**src/rtl/instr_fetch_unit.sv**
```systemverilog
// TRISC fetch stage: owns PC and IR, fetches over a req/ack handshake,
// holds opcode/operand for execute, traps illegal opcodes, supports halt.
module instr_fetch_unit #(
    parameter int ADDR_W  = 8,
    parameter int INSTR_W = 8,
    parameter int CNT_W   = 16
) (
    input  logic               clk,
    input  logic               reset,
    output logic               mem_req,
    output logic [ADDR_W-1:0]  mem_addr,
    input  logic               mem_ack,
    input  logic [INSTR_W-1:0] mem_rdata,
    output logic [3:0]         opcode,
    output logic [INSTR_W-5:0] operand,
    output logic               instr_valid,
    input  logic               instr_done,
    input  logic               pc_load,
    input  logic [ADDR_W-1:0]  pc_load_val,
    input  logic               halt,
    output logic [ADDR_W-1:0]  pc,
    output logic               halted,
    output logic               illegal_op,
    output logic [CNT_W-1:0]   retired_cnt
);

    typedef enum logic [1:0] {
        S_FETCH  = 2'd0,
        S_EXEC   = 2'd1,
        S_HALTED = 2'd2
    } state_t;

    // Bit n set means opcode n is defined:
    // 0,1,2,3,4,6,7,8,9,12,15 legal; 5,10,11,13,14 trap.
    localparam logic [15:0] LEGAL_MASK = 16'h93DF;

    state_t             state_q, state_d;
    logic [ADDR_W-1:0]  pc_q, pc_d;
    logic [INSTR_W-1:0] ir_q, ir_d;
    logic               illegal_q, illegal_d;
    logic [CNT_W-1:0]   cnt_q, cnt_d;

    logic [3:0] rd_op;
    logic       rd_legal;

    // Opcode field of the incoming word, checked before it lands in IR.
    always_comb begin
        rd_op    = mem_rdata[INSTR_W-1 -: 4];
        rd_legal = LEGAL_MASK[rd_op];
    end

    // Next-state logic for the fetch/execute/halt sequence.
    always_comb begin
        state_d   = state_q;
        pc_d      = pc_q;
        ir_d      = ir_q;
        illegal_d = illegal_q;
        cnt_d     = cnt_q;
        unique case (state_q)
            S_FETCH: begin
                if (mem_ack) begin
                    ir_d = mem_rdata;
                    if (rd_legal) begin
                        state_d = S_EXEC;
                    end else begin
                        state_d   = S_HALTED;
                        illegal_d = 1'b1;
                    end
                end
            end
            S_EXEC: begin
                if (instr_done) begin
                    cnt_d = cnt_q + 1'b1;
                    if (halt) begin
                        state_d = S_HALTED;
                    end else if (pc_load) begin
                        pc_d    = pc_load_val;
                        state_d = S_FETCH;
                    end else begin
                        pc_d    = pc_q + 1'b1;
                        state_d = S_FETCH;
                    end
                end
            end
            S_HALTED: begin
                state_d = S_HALTED;
            end
            default: begin
                state_d = S_FETCH;
            end
        endcase
    end

    // State registers with synchronous reset.
    always_ff @(posedge clk) begin
        if (reset) begin
            state_q   <= S_FETCH;
            pc_q      <= '0;
            ir_q      <= '0;
            illegal_q <= 1'b0;
            cnt_q     <= '0;
        end else begin
            state_q   <= state_d;
            pc_q      <= pc_d;
            ir_q      <= ir_d;
            illegal_q <= illegal_d;
            cnt_q     <= cnt_d;
        end
    end

    // Outputs decode directly from registered state, so they are glitch-free.
    always_comb begin
        mem_req     = (state_q == S_FETCH) && !reset;
        mem_addr    = pc_q;
        pc          = pc_q;
        opcode      = ir_q[INSTR_W-1 -: 4];
        operand     = ir_q[INSTR_W-5:0];
        instr_valid = (state_q == S_EXEC);
        halted      = (state_q == S_HALTED);
        illegal_op  = illegal_q;
        retired_cnt = cnt_q;
    end

endmodule

```
**config.mk**
```make
export PLATFORM = sky130hd
export DESIGN_NAME = instr_fetch_unit
export DESIGN_NICKNAME = d
export VERILOG_FILES = /design/src/rtl/instr_fetch_unit.sv
export SDC_FILE = /design/constraint.sdc
export NUM_CORES = 1
export LEC_CHECK = 0
export CORE_ASPECT_RATIO = 1.4
export CORE_MARGIN = 2
export CORE_UTILIZATION = 26
export CTS_BUF_LIST = sky130_fd_sc_hd__clkbuf_2
export DETAILED_ROUTE_END_ITERATION = 6
export SLEW_MARGIN = 20
export SYNTH_ARGS = -nofsm -noshare
export SYNTH_HDL_FRONTEND = slang
export SYNTH_SLANG_ARGS = --single-unit
```
**constraint.sdc**
```tcl
create_clock -name clk -period 2.8 [get_ports clk]
set_input_delay 0.7 -clock clk [delete_from_list [all_inputs] [get_ports clk]]
set_output_delay 0.7 -clock clk [all_outputs]
set_load 0.1 [all_outputs]
```
# After elaboration in Yosys (flattened, before gate mapping)
# Memories as Yosys holds them, arrays and structs flattened.
# Index checks and enable logic that the tools add are counted.
[classes]
n_mux = 7
bitwise = 2
add_sub_neg = 2
n_reduce_logical = 8
n_lt_le_gt_ge = 1
eq_ne = 4
[ops]
columns = ["op", "count"]
rows = [
  ["adder 16 x 1 -> 16 bit (second input constant)", 1],
  ["adder 8 x 1 -> 8 bit (second input constant)", 1],
  ["2-to-1 mux 2 bit", 4],
  ["2-to-1 mux 8 bit", 1],
  ["case mux 2 bit (3 select lines)", 1],
  ["AND reduction 2 bit", 3],
  ["AND reduction 3 bit", 2],
  ["less-than comparator 4 x 5 -> 1 bit (second input constant)", 1],
  ["== test 2 x 1 -> 1 bit (second input constant)", 1],
  ["== test 2 bit (second input constant)", 1],
  ["zero test 2 bit", 1],
  ["!= test 2 x 1 -> 1 bit (second input constant)", 1],
  ["!= test 2 bit (second input constant)", 1],
  ["inverter 1 bit", 2],
  ["logical AND 1 bit", 1],
  ["zero test 1 bit", 1],
  ["2-to-1 mux 1 bit", 1],
]
[totals]
reg_bits = 35
output_inout_bits = 44
n_memories = 1
romBits = 16
elab_cells = 30
input_bits = 22
[memory_table]
columns = ["name", "depth", "word_bits", "read_ports", "rd_clocked_by_memory_dff", "write_ports", "line", "text"]
rows = [
  ["(no name shown)", 16, 1, 1, 0, 0, "49", "rd_legal = LEGAL_MASK[rd_op];"],
]

# Longest topological paths before layout
[depth]
depth_word = 5
mapped_depth = 6
depth_no_buf = 6

# Worst setup path after synthesis
# Ideal clock, no wire load.
[synth_timing]
path_type = "in2out"
start = "input reset"
end = "output mem_req"
stages = 3
path_slack_ns = -1.020
required_time_ns = 2.100
path_buffers = 2
arrival_time_ns = 3.120
cell_sequence = "clkbuf_1 -> clkbuf_1 -> nor3_1"
[synth_via]
elab_chain_len = 2
[synth_lines]
columns = ["item", "line", "text"]
rows = [
  ["from (decl)", "9", "input logic reset,"],
  ["zero test 1 bit", "113", "mem_req = (state_q == S_FETCH) && !reset;"],
  ["logical AND 1 bit", "113", ""],
  ["to (decl)", "10", "output logic mem_req,"],
]
# No other way between the ends.

# Final worst setup path
[layout_timing]
start = "register state_q[0]"
end = "output instr_valid"
[layout_via]
elab_chain_len = 1
[layout_lines]
columns = ["item", "line", "text"]
rows = [
  ["from (decl)", "37", "state_t state_q, state_d;"],
  ["from (signal assigned)", "103", "state_q <= state_d;"],
  ["== test 2 x 1 -> 1 bit", "118", "instr_valid = (state_q == S_EXEC);"],
  ["to (decl)", "16", "output logic instr_valid,"],
]
# No other way between the ends.

==> metrics.md <==
| Metric | Value |
|---|---|
| Final Net Count | `291` |
| Top FF cell, synth | `dfxtp_1` |
| Final wirelength | `4.42 mm` |
| Pwr Density | `442 nW/µm²` |
| Hold_sp | `ir_q[2]$_SDFFE_PP0P_` |
| DR WL/cell | `13.0 µm` |
| Cells after synthesis | `208` |
| Measured slew at the worst slew-check pin | `0.517 ns` |
| Crit-path max FO | `8` |
| Ys async rst share | `0%` |
| Resize count post-CTS | `0` |
| Power, Total | `1060 µW` |
| H-Tree Level Count | `2` |
| Crit path capture | `instr_valid` |
| Reg-to-reg slack, setup | `1.13 ns` |
| Register share of total power | `50.2%` |
| DRC viols | `0` |
| Post-synthesis instance area | `1750 µm²` |
| Hold crit path type | `reg2reg` |
| Flops & latches, synth | `35` |
| Clk_lat worst skew | `0.38 ns` |
| Sw Ratio | `36.7%` |
| Die area | `7430 µm²` |
| I/O pins | `66` |
| Total CTS buffers | `5` |
| Synth cell types | `44` |
| Final min period | `2.39 ns` |
| Critical path class | `reg2out` |
| Synthesized Nets | `233` |
| Clock transition at path regs | `0.18 ns` |
| Fraction of layout cells with a size suffix above 1 | `24.3%` |
| Skew final | `0.0121 ns` |
| Setup slack at placement | `0.298 ns` |
| Crit path launch type | `flip-flop` |
| Global placer's final weighted congestion | `0.851` |
| RR Endpoint | `retired_cnt[15]$_SDFFE_PP0P_` |
| Initial Util | `26.7%` |
| Cell Int Power | `669 µW` |
| Row count | `35` |
| Post-CTS Setup Bufs | `0` |
| Worst EP arrival | `1.69 ns` |
| Die Ht | `101 µm` |
| Final worst slack | `0.413 ns` |
| Number of flops mapped to enable cells by yosys | `0` |
| Crit end category | `output port` |
| Hold Vio Cnt, Final | `0` |
| Fmax achieved | `419 MHz` |
| CTS tree | `done` |
| Vias in the first global route | `1499` |
| CP required | `2.10 ns` |
| Chip Width | `73.4 µm` |
| Maximum VDD drop | `0.221 mV` |
| Setup_tns | `0 ns` |
| Antenna violations before repair | `0` |
| Final instance area | `2390 µm²` |
| R2R depth | `4` |
| Synth-to-layout area growth | `36.2%` |
| Count of final max-slew check failures | `0` |
| Worst rel slew slack | `65.4%` |
| RSZ-0062 raised after global routing | `no` |
| Final setup fails | `0` |
| Avg Inst Size Synth | `8.43 µm²` |
| Vias per inst | `4.79` |
| R2R Path Start | `state_q[0]$_SDFFE_PP0P_` |
| Crit path launch | `state_q[0]$_SDFFE_PP0P_` |
| CTS Hold Bufs | `0` |
| Clock sinks | `35` |
| First-pass GRT wire length | `7.09 mm` |
| Vias post-DR | `1634` |
| Max_cap viols | `0` |
| Seq/Total Area, Yosys | `39.9%` |
| Combinational Power Share | `26.9%` |
| Final HPWL DP | `3.20 mm` |
| Largest net degree at the start of global routing | `39` |
| Clock Power Share | `22.9%` |
| # diodes | `0` |
| Clock Path Buffers | `2` |
| Status | `finished, final reports clean` |
| Period utilization | `85.3%` |
| Post-DRT Antenna Nets | `0` |
| Gr ovfl total | `0` |
| Clk Tree Root Cell | `clkbuf_2` |
| Core area | `6570 µm²` |
| # fillers | `706` |
| Drt initial violations | `76` |
| PortBufs | `65` |
| Pleak | `0.00102 µW` |
| Total GRT Usage | `12.1%` |
| Drt first pass iters | `4` |
| Yosys warns | `0` |
| Net Switching | `388 µW` |
| Placed cell areas | `2350 µm²` |
## cell usage after synthesis, types with 2 or more instances
master,instances,area (µm²)
xnor2_1,4,35.0
inv_1,5,18.8
clkbuf_1,7,26.3
nor4_1,2,12.5
dfxtp_1,35,701
nand4_1,4,25.0
mux2_4,2,30.0
a22oi_1,3,22.5
a21oi_1,18,90.1
nor2_1,21,78.8
xor2_1,6,52.6
ha_1,3,37.5
o21ai_0,7,35.0
nor2b_1,4,25.0
a211oi_1,3,22.5
nand2_1,29,109
nand3_1,10,50.1
buf_4,8,60.1
nor3_1,4,20.0
o31ai_1,2,15.0
and3_1,3,18.8
or3_1,4,25.0
mux2i_1,3,30.0
## how the worst min path moves through the flow
| stage | endpoint | slack, ns | depth (start not counted) |
|---|---|---|---|
| 2_1_floorplan | state_q[1]$_SDFFE_PP0P_ | 0.69 | 2 |
| 3_3_place_gp | ir_q[5]$_SDFFE_PP0P_ | 0.44 | 2 |
| 3_5_place_dp | ir_q[0]$_SDFFE_PP0P_ | 0.45 | 2 |
| 4_1_cts | ir_q[0]$_SDFFE_PP0P_ | 0.47 | 2 |
| 5_1_grt | ir_q[2]$_SDFFE_PP0P_ | 0.49 | 2 |
| 6_report | ir_q[2]$_SDFFE_PP0P_ | 0.47 | 2 |
## stage by stage
step	util, %	std cells	hold slack (ns)
floorplan	-	208	0.687
global placement	35.8	333	0.445
detailed placement	35.8	333	0.453
CTS	36.4	341	0.475
global route	36.4	341	0.490
finish	36.4	341	0.469
## critical path: stages, from the launching register on
cell,delay (ns)
dfxtp_1,0.58
nor2b_1,0.50
buf_12,0.24
## sequential cells by signal, summed over array words and instances, names as in the netlist
name and cells:
illegal_op 1, ir_q 8, state_q 2, mem_addr 8
retired_cnt 16
## cell usage in the layout, fill, tap and decap left out, drive strengths merged, types with 2 or more instances in the layout
| master | netlist | layout |
|---|---|---|
| mux2i | 3 | 3 |
| and3 | 3 | 3 |
| a22oi | 3 | 3 |
| a21oi | 18 | 18 |
| clkbuf | 8 | 7 |
| o21ai | 7 | 7 |
| ha | 3 | 3 |
| o31ai | 2 | 2 |
| a211oi | 3 | 3 |
| nor2 | 21 | 21 |
| nand3 | 10 | 10 |
| dfxtp | 35 | 35 |
| xnor2 | 4 | 4 |
| nor2b | 4 | 4 |
| mux2 | 2 | 2 |
| or3 | 4 | 4 |
| nand4 | 5 | 5 |
| inv | 5 | 5 |
| xor2 | 6 | 6 |
| nand2 | 29 | 29 |
| nor3 | 4 | 4 |
| nor4 | 3 | 3 |
| buf | 9 | 47 |
| clkdlybuf4s50 | 0 | 21 |
## layer usage
metal  GRT usage (%)  wire (µm)  vias to the layer above
met5               0          0                        -
met4            5.73         87                        0
met3            2.89        203                        6
met2            19.8       2200                       41
met1            14.8       1930                      752
li1                -          -                      835
## power groups by stage
stage | registers [µW] | clock network, µW | logic [µW]
detailed placement | 541 | 0 | 286
global placement | 541 | 0 | 285
finish | 531 | 242 | 285
global route | 533 | 277 | 300
CTS | 531 | 256 | 287
floorplan | 629 | 0 | 114
## final cells by class
cell class                      count  area [µm²]  share of cell area, %
Sequential cell                    35         701                   29.3
Clock inverter                      1        5.00                  0.209
Multi-Input combinational cell    151         950                   39.7
Timing Repair Buffer               68         588                   24.6
Inverter                            5        18.8                  0.785
Clock buffer                        7        35.0                   1.47
Tap cell                           74        92.6                   3.87
## cell families after synthesis
family | share of synthesized area (%)
buf+inv | 6.56
fa+ha+maj | 2.14
xor+xnor | 4.99
mux | 3.42
simple gates | 28.5
compound gates | 14.5
flops | 39.9
No activity file was read; power rests on OpenSTA's default activity.
